File: config.mk
export PLATFORM = sky130hd
export DESIGN_NAME = lb_uart_tx_arbiter
export DESIGN_NICKNAME = d
export VERILOG_FILES = /design/src/rtl/lb_uart_pkg.sv /design/src/rtl/lb_rr_priority.sv /design/src/rtl/lb_uart_tx_arbiter.sv
export SDC_FILE = /design/constraint.sdc
export NUM_CORES = 1
export LEC_CHECK = 0
export ABC_AREA = 1
export BUFFER_PORTS_ARGS = -buffer_cell sky130_fd_sc_hd__buf_2
export CORE_MARGIN = 2
export CORE_UTILIZATION = 32
export DETAILED_ROUTE_END_ITERATION = 7
export PLACE_DENSITY_LB_ADDON = 0.12
export SLEW_MARGIN = 20
export SYNTH_ARGS = -nofsm -noshare
export SYNTH_HDL_FRONTEND = slang
export SYNTH_HIERARCHICAL = 1
export SYNTH_SLANG_ARGS = --single-unit
File: constraint.sdc
create_clock -name clk -period 1.7 [get_ports clk]
set_clock_uncertainty 0.1 [all_clocks]
set_input_delay 0.17 -clock clk [delete_from_list [all_inputs] [get_ports clk]]
set_output_delay 0.17 -clock clk [all_outputs]
set_load 0.02 [all_outputs]
File: src/rtl/lb_uart_pkg.sv
// lb_uart_pkg: shared state encoding and byte width for the UART transmit arbiter slice
package lb_uart_pkg;
  typedef enum logic [1:0] {IDLE, START, WAIT, ACK} lb_state_e;
  localparam int LB_DATA_W = 8;
endpackage

File: src/rtl/lb_rr_priority.sv
// lb_rr_priority: combinational rotating-priority picker, scanning upward from last_i+1 with wrap
module lb_rr_priority #(
  parameter int N = 4,
  parameter int W = $clog2(N)
) (
  input  logic [N-1:0] req_i,
  input  logic [W-1:0] last_i,
  output logic         any_o,
  output logic [W-1:0] winner_o
);
  // Walk from the farthest slot down to the nearest so the nearest hit wins
  always_comb begin
    any_o = |req_i;
    winner_o = '0;
    for (int k = N; k >= 1; k--)
      if (req_i[(int'(last_i) + k) % N]) winner_o = W'((int'(last_i) + k) % N);
  end
endmodule

File: src/rtl/lb_uart_tx_arbiter.sv
// lb_uart_tx_arbiter: round-robin sharing of one UART Tx core among NUM_REQ byte sources.
// Optional LB_UART_TX_ARB_LOCK_EN adds a per-requester lock that keeps multi-byte messages contiguous.
module lb_uart_tx_arbiter
  import lb_uart_pkg::*;
#(
  parameter int NUM_REQ = 4,
  parameter int DATA_W  = LB_DATA_W,
  localparam int GRANT_W = $clog2(NUM_REQ)
) (
  input  logic                      clk,
  input  logic                      reset,
  input  logic [NUM_REQ-1:0]        req,
  input  logic [NUM_REQ*DATA_W-1:0] data_in,
`ifdef LB_UART_TX_ARB_LOCK_EN
  input  logic [NUM_REQ-1:0]        lock,
`endif
  output logic [NUM_REQ-1:0]        ack,
  output logic [GRANT_W-1:0]        grant_id,
  output logic                      busy,
  output logic                      tx_start,
  output logic [DATA_W-1:0]         tx_data,
  input  logic                      tx_done
);
  lb_state_e            state_q;
  logic [NUM_REQ-1:0]   ack_q;
  logic                 tx_start_q;
  logic [DATA_W-1:0]    tx_data_q;
  logic [GRANT_W-1:0]   grant_q;
  logic [GRANT_W-1:0]   last_q;
  logic [NUM_REQ-1:0]   req_m;
  logic                 any_req;
  logic [GRANT_W-1:0]   winner;
`ifdef LB_UART_TX_ARB_LOCK_EN
  logic                 lock_valid_q;
  logic [GRANT_W-1:0]   lock_owner_q;
  logic                 lock_hold;
  // A held lock hides every requester except the owner
  assign lock_hold = lock_valid_q & lock[lock_owner_q];
  assign req_m = lock_hold ? req & (NUM_REQ'(1) << lock_owner_q) : req;
`else
  assign req_m = req;
`endif
  lb_rr_priority #(.N(NUM_REQ), .W(GRANT_W)) u_pick (
    .req_i   (req_m),
    .last_i  (last_q),
    .any_o   (any_req),
    .winner_o(winner)
  );
  always_ff @(posedge clk) begin
    if (reset) begin
      state_q <= IDLE;
      ack_q <= '0;
      tx_start_q <= 1'b0;
      tx_data_q <= '0;
      grant_q <= '0;
      last_q <= GRANT_W'(NUM_REQ - 1);
`ifdef LB_UART_TX_ARB_LOCK_EN
      lock_valid_q <= 1'b0;
      lock_owner_q <= '0;
`endif
    end else begin
      tx_start_q <= 1'b0;
      ack_q <= '0;
      case (state_q)
        IDLE: begin
`ifdef LB_UART_TX_ARB_LOCK_EN
          lock_valid_q <= lock_hold;
`endif
          if (any_req) begin
            tx_data_q <= data_in[winner*DATA_W +: DATA_W];
            grant_q <= winner;
            tx_start_q <= 1'b1;
            state_q <= START;
          end
        end
        START: state_q <= WAIT;
        WAIT: if (tx_done) begin
          ack_q[grant_q] <= 1'b1;
          state_q <= ACK;
        end
        default: begin
          last_q <= grant_q;
`ifdef LB_UART_TX_ARB_LOCK_EN
          lock_valid_q <= lock[grant_q];
          lock_owner_q <= grant_q;
`endif
          state_q <= IDLE;
        end
      endcase
    end
  end
  assign ack = ack_q;
  assign grant_id = grant_q;
  assign busy = state_q != IDLE;
  assign tx_start = tx_start_q;
  assign tx_data = tx_data_q;
endmodule

## After elaboration in Yosys (flattened, before gate mapping)

Index checks and enable logic that the tools add are counted.

| word-level totals | value |
|---|---|
| output and inout port bits | 16 |
| bits in registers | 19 |

| cells by class | value |
|---|---|
| shift-type cells | 1 |
| magnitude comparators | 6 |
| bitwise logic cells | 7 |
| add/sub/neg operators | 4 |
| reduce and logical (&&, ||, !) cells | 13 |
| mux-type cells | 22 |
| equal/unequal tests | 4 |

Operators with widths:

| kind | number |
|---|---|
| $shiftx A32 B6 Y8 | 1 |
| $lt A3 B4 Y1 const B | 4 |
| $mux W2 | 6 |
| $mux W1 | 10 |
| $reduce_or A2 Y1 | 5 |
| $bmux W1 S2 | 4 |
| $pmux W2 S3 | 1 |
| $reduce_or A3 Y1 | 2 |
| $add A2 B1 Y2 const B | 2 |
| $add A2 B2 Y2 const B | 2 |
| $and A1 B1 Y1 const A | 4 |
| $ne A2 B2 Y1 const B | 2 |
| $reduce_and A2 Y1 | 2 |
| $reduce_or A4 Y1 | 1 |
| $lt A2 B3 Y1 const B | 1 |
| $not A1 Y1 | 3 |
| $demux W1 S2 | 1 |
| $eq A2 B1 Y1 const B | 1 |
| $eq A2 B2 Y1 const B | 1 |
| $ge A2 B1 Y1 const B | 1 |
| $logic_not A2 Y1 | 1 |
| $reduce_bool A2 Y1 | 1 |
| $logic_and A1 B1 Y1 | 1 |

## Longest topological paths before layout

| depth | value |
|---|---|
| word-level depth | 11 |
| mapped depth | 18 |

## Modules after synthesis

The synthesis kept the hierarchy.

By module, submodules not included:

| module | area each (um^2) | cells an instance | instances | seq. area each (um^2) |
|---|---|---|---|---|
| lb_uart_tx_arbiter | 958.4 | 139 | 1 | 380.4 |
| lb_rr_priority | 266.5 | 51 | 1 | 0.0 |

## Worst setup path after synthesis

No wires, ideal clock.

| timing | value |
|---|---|
| path type | register to register |
| start point | register last_q[0] |
| end point | register tx_data_q[0], in the netlist tx_data[0] |
| arrival time | 1,504 ps |
| setup slack | -18 ps |
| cell stages (with the launch flop) | 14 |
| buffers on the path | 1 |
| data required time | 1,485 ps |
| setup time | 115 ps |
| path through | dfxtp_1 buf_6 inv_4 nand2_4 nand2_4 nor2_1 o21ai_1 nand2_1 a21oi_2 inv_1 nor2_2 nand3_1 nand2_1 nor2_1 |

| on the way | value |
|---|---|
| longest elaborated chain between the ends | 9 |
| elaborated cells between the ends (all ways) | 21 |
| classes of those cells | add/sub: 4; shift: 1; mux: 16 |

Ends and longest elaborated chain:

| element | RTL line | RTL |
|---|---|---|
| start, declared | lb_uart_tx_arbiter.sv:29 | `logic [GRANT_W-1:0] last_q;` |
| start signal, assigned | lb_uart_tx_arbiter.sv:56 | `last_q <= GRANT_W'(NUM_REQ - 1);` |
| start signal, assigned | lb_uart_tx_arbiter.sv:82 | `last_q <= grant_q;` |
| $add A2 B1 Y2 | lb_rr_priority.sv:16 | `if (req_i[(int'(last_i) + k) % N]) winner_o = W'((int'(last_i) + k) % N);` |
| $bmux W1 S2 | lb_rr_priority.sv:16 |  |
| $mux W1 (not written as such) (2 in series) | lb_rr_priority.sv:16 |  |
| $mux W2 (3 in series) | lb_rr_priority.sv:16 |  |
| $mux W2 (*) | lb_rr_priority.sv:16 |  |
| via winner[1] | lb_uart_tx_arbiter.sv:32 | `logic [GRANT_W-1:0] winner;` |
| $shiftx A32 B6 Y8 (*) | lb_uart_tx_arbiter.sv:70 | `tx_data_q <= data_in[winner*DATA_W +: DATA_W];` |
| end signal, assigned | lb_uart_tx_arbiter.sv:70 |  |
| end, declared | lb_uart_tx_arbiter.sv:27 | `logic [DATA_W-1:0] tx_data_q;` |

The timed path passes the listed nets; every way through them passes the cells marked *. The select of a mux whose other input is x is not followed.
A chain may end at the register's enable or synchronous reset.

## Final worst setup path

Ends and elaborated chain as after synthesis.

==> impl_metrics.py <==
metrics = {
    "clock_network": {
        "postCtsHoldBufs": 0,
        "cts_made_buffers": 3,
        "cts_tree": "built",
        "clockRootBuffer": "clkbuf_8",
        "cts.clk_slew.worst_paths_ns": 0.08,
        "h-tree-depth": 1,
        "clock_latency_ns": 0.26,
        "cts_sinks": 19,
        "clockBufferDepth": 2,
    },
    "pwr": {
        "total_power_mw": 2.946,
        "leakagePower_nw": 0.9774,
        "powerDensity_mw_per_mm2": 1694,
        "vdd_drop_max_mv": 0.8288,
    },
    "setup_path": {
        "path_cells": "buf_12, o21ai_4, nand2_2, buf_4, nand2_1, a21oi_2, buf_4, nor2_4, nand3_1, nand2_1, nor2_1",
        "worstSetupPathType": "register to register",
        "path_max_fanout": 11,
        "crit_start": "last_q[0]",
        "arrival_ns": 1.77,
        "cp_top_family": "simple AND/OR/NAND/NOR gates",
        "required_ns": 1.76,
        "rr_startpoint": "last_q[0]",
        "start_kind": "register",
        "r2r.worst_path.cells": 11,
        "r2r-end": "tx_data[0]",
        "crit_cells": 11,
        "cp_slowest_stage_delay_ns": 0.33,
        "crit_buf_inv": 3,
        "r2r_slack_ns": -0.02,
        "crit_slowest_cell": "dfxtp_2",
        "end_kind": "register",
        "critPathCapture": "tx_data[0]",
    },
    "die": {
        "die_h_um": 65.87,
        "io_pins": 55,
        "core_mm2": 0.003661,
        "start_util": 0.3346,
        "die-width_um": 65.87,
        "fp.dieArea_mm2": 0.004339,
        "num_rows": 22,
    },
    "layout": {
        "final_layout_size_suffix_gt1_frac": 0.4180,
        "fillers": 402,
        "fin_nets": 299,
        "layout_commonest_cell": "nand2_1",
        "antennaDiodeCount": 0,
        "mostFrequentLayoutCells": "nand2_1 (60), buf_2 (54), nand3_1 (19), inv_1 (18), dfxtp_1 (17)",
        "areaGrowthSynthToFinish_pct": 41.98,
    },
    "place": {
        "routabilityCongestion": 0.8122,
        "numPortBuffers": 54,
        "dp_hpwl_um": 2459,
    },
    "detailed_routing": {
        "vias": 1337,
        "drc": 0,
        "top_layer_used": "met4",
        "met2_length_um": 1366,
        "drt_iter0_markers": 32,
        "wl_per_cell_um": 9.898,
        "first_pass_iters": 4,
        "wl_met1_um": 1495,
        "wl_um": 3009,
        "ant_nets": 0,
        "route.met3.wl_um": 130,
        "via_per_inst": 4.398,
    },
    "hold_path": {
        "hp-class": "input port to register",
        "holdPathStages": 2,
    },
    "run_status": {
        "violations": "negative setup slack",
        "status": "complete, but fails checks",
    },
    "sta": {
        "setup_violations": 3,
        "finalMaxSlewViolations": 0,
        "whs_ns": 0.007271,
        "rsz0062_at_grt": "yes",
        "min_period_over_period": 1.010,
        "relSlewSlack": 0.8575,
        "period_minus_slack_ns": 1.716,
        "fmax_mhz": 582.6,
        "finalSetupTns_ns": -0.02784,
        "worstMarginPinSlew_ns": 0.2130,
        "layout_setup_ws_ns": -0.01631,
        "hold_viol": 0,
    },
    "global_route": {
        "grt_pass1_vias": 1287,
        "antenna_found_initial": 0,
        "grt_max_degree": 17,
        "grt_pass1_wl_um": 5299,
        "grt-ovfl-total": 0,
        "grt_use_total": 0.1531,
    },
    "synthesis": {
        "syn_area_mm2": 0.001225,
        "synth-seq-cells": 19,
        "avgSynthCellArea_um2": 6.447,
        "seq_area_frac_synth": 0.3105,
        "yosys-top-cells-area": "dfxtp_1 (31%), nand2_1 (20%), nand3_1 (8.6%)",
        "synthCells": 190,
        "syn_nets": 232,
        "synth.top_cell.area_share": 0.3105,
        "yosysWarnings": 6,
        "ys_types": 24,
        "synth_top_area_cell": "dfxtp_1",
    },
    "run": {
        "drv_cap": 0,
    },
}
## cell families after synthesis
| family | Yosys count | synth area share |
|---|---|---|
| flops | 19 | 0.3105 |
| buf+inv | 30 | 0.1267 |
| compound gates | 23 | 0.1185 |
| fa+ha+maj | 3 | 0.03065 |
| simple gates | 115 | 0.4137 |
## registers in the layout, summed over array words and instances, names as in the netlist
name / cells
state_q: 2
grant_id: 2
tx_data: 8
last_q: 2
ack: 4
tx_start: 1
## power by group
group	switching (mW)	total (mW)	internal [mW]
clock network	0.157	0.320	0.163
logic	1.19	1.93	0.746
registers	0.0965	0.693	0.597
## metal layers
layer	GRT usage	vias up
met3	0.02555	2
met2	0.2563	27
met4	0.04688	0
met1	0.2000	575
met5	0	-
li1	-	733
## cells in the mapped netlist (all sizes together)
master / number
nor3: 4
inv: 24
nand3b: 1
ha: 3
a21oi: 5
buf: 6
nand2: 75
nand3: 21
a211oi: 1
nand4: 1
o211ai: 2
dfxtp: 19
o21ai: 15
nor2: 13
## final cells by class
type | instances | area [um^2] | area share
multi-input cells | 141 | 743.2 | 0.4273
repair buffers | 68 | 399.1 | 0.2295
flip-flops and latches | 19 | 382.9 | 0.2201
inverters | 24 | 107.6 | 0.06187
well taps | 48 | 60.06 | 0.03453
clock buffers | 3 | 41.29 | 0.02374
clock inverters | 1 | 5.005 | 0.002878
## worst register-to-register path, stage by stage, from the launching register on
cell	delay, ns
dfxtp_2	0.33
buf_12	0.14
o21ai_4	0.17
nand2_2	0.07
buf_4	0.13
nand2_1	0.07
a21oi_2	0.07
buf_4	0.16
nor2_4	0.16
nand3_1	0.09
nand2_1	0.09
nor2_1	0.04
## how the worst min path moves through the flow
stage / from / to
floorplan: reset / state_q[0]
global placement: reset / state_q[0]
detailed placement: reset / state_q[0]
CTS: reset / state_q[0]
global route: reset / tx_start
finish: reset / state_q[0]
## per-stage QoR
| stage | worst slack, ns | util | cell area [um^2] | std cells |
|---|---|---|---|---|
| finish | -0.01631 | 0.4751 | 1739 | 304 |
| global route | -0.1603 | 0.4751 | 1739 | 304 |
| CTS | -0.03675 | 0.4665 | 1708 | 304 |
| detailed placement | -0.1565 | 0.4392 | 1608 | 299 |
| global placement | -0.1574 | 0.4392 | 1608 | 299 |
| floorplan | 0.007869 | - | 1225 | 190 |
## timing repair
item,in CTS,in global routing
gates cloned,1,0
gates resized for setup,14,10
pin swaps,3,1
endpoints found under the setup margin,10,10
setup buffers,0,0
No activity file was read; power rests on OpenSTA's default activity.
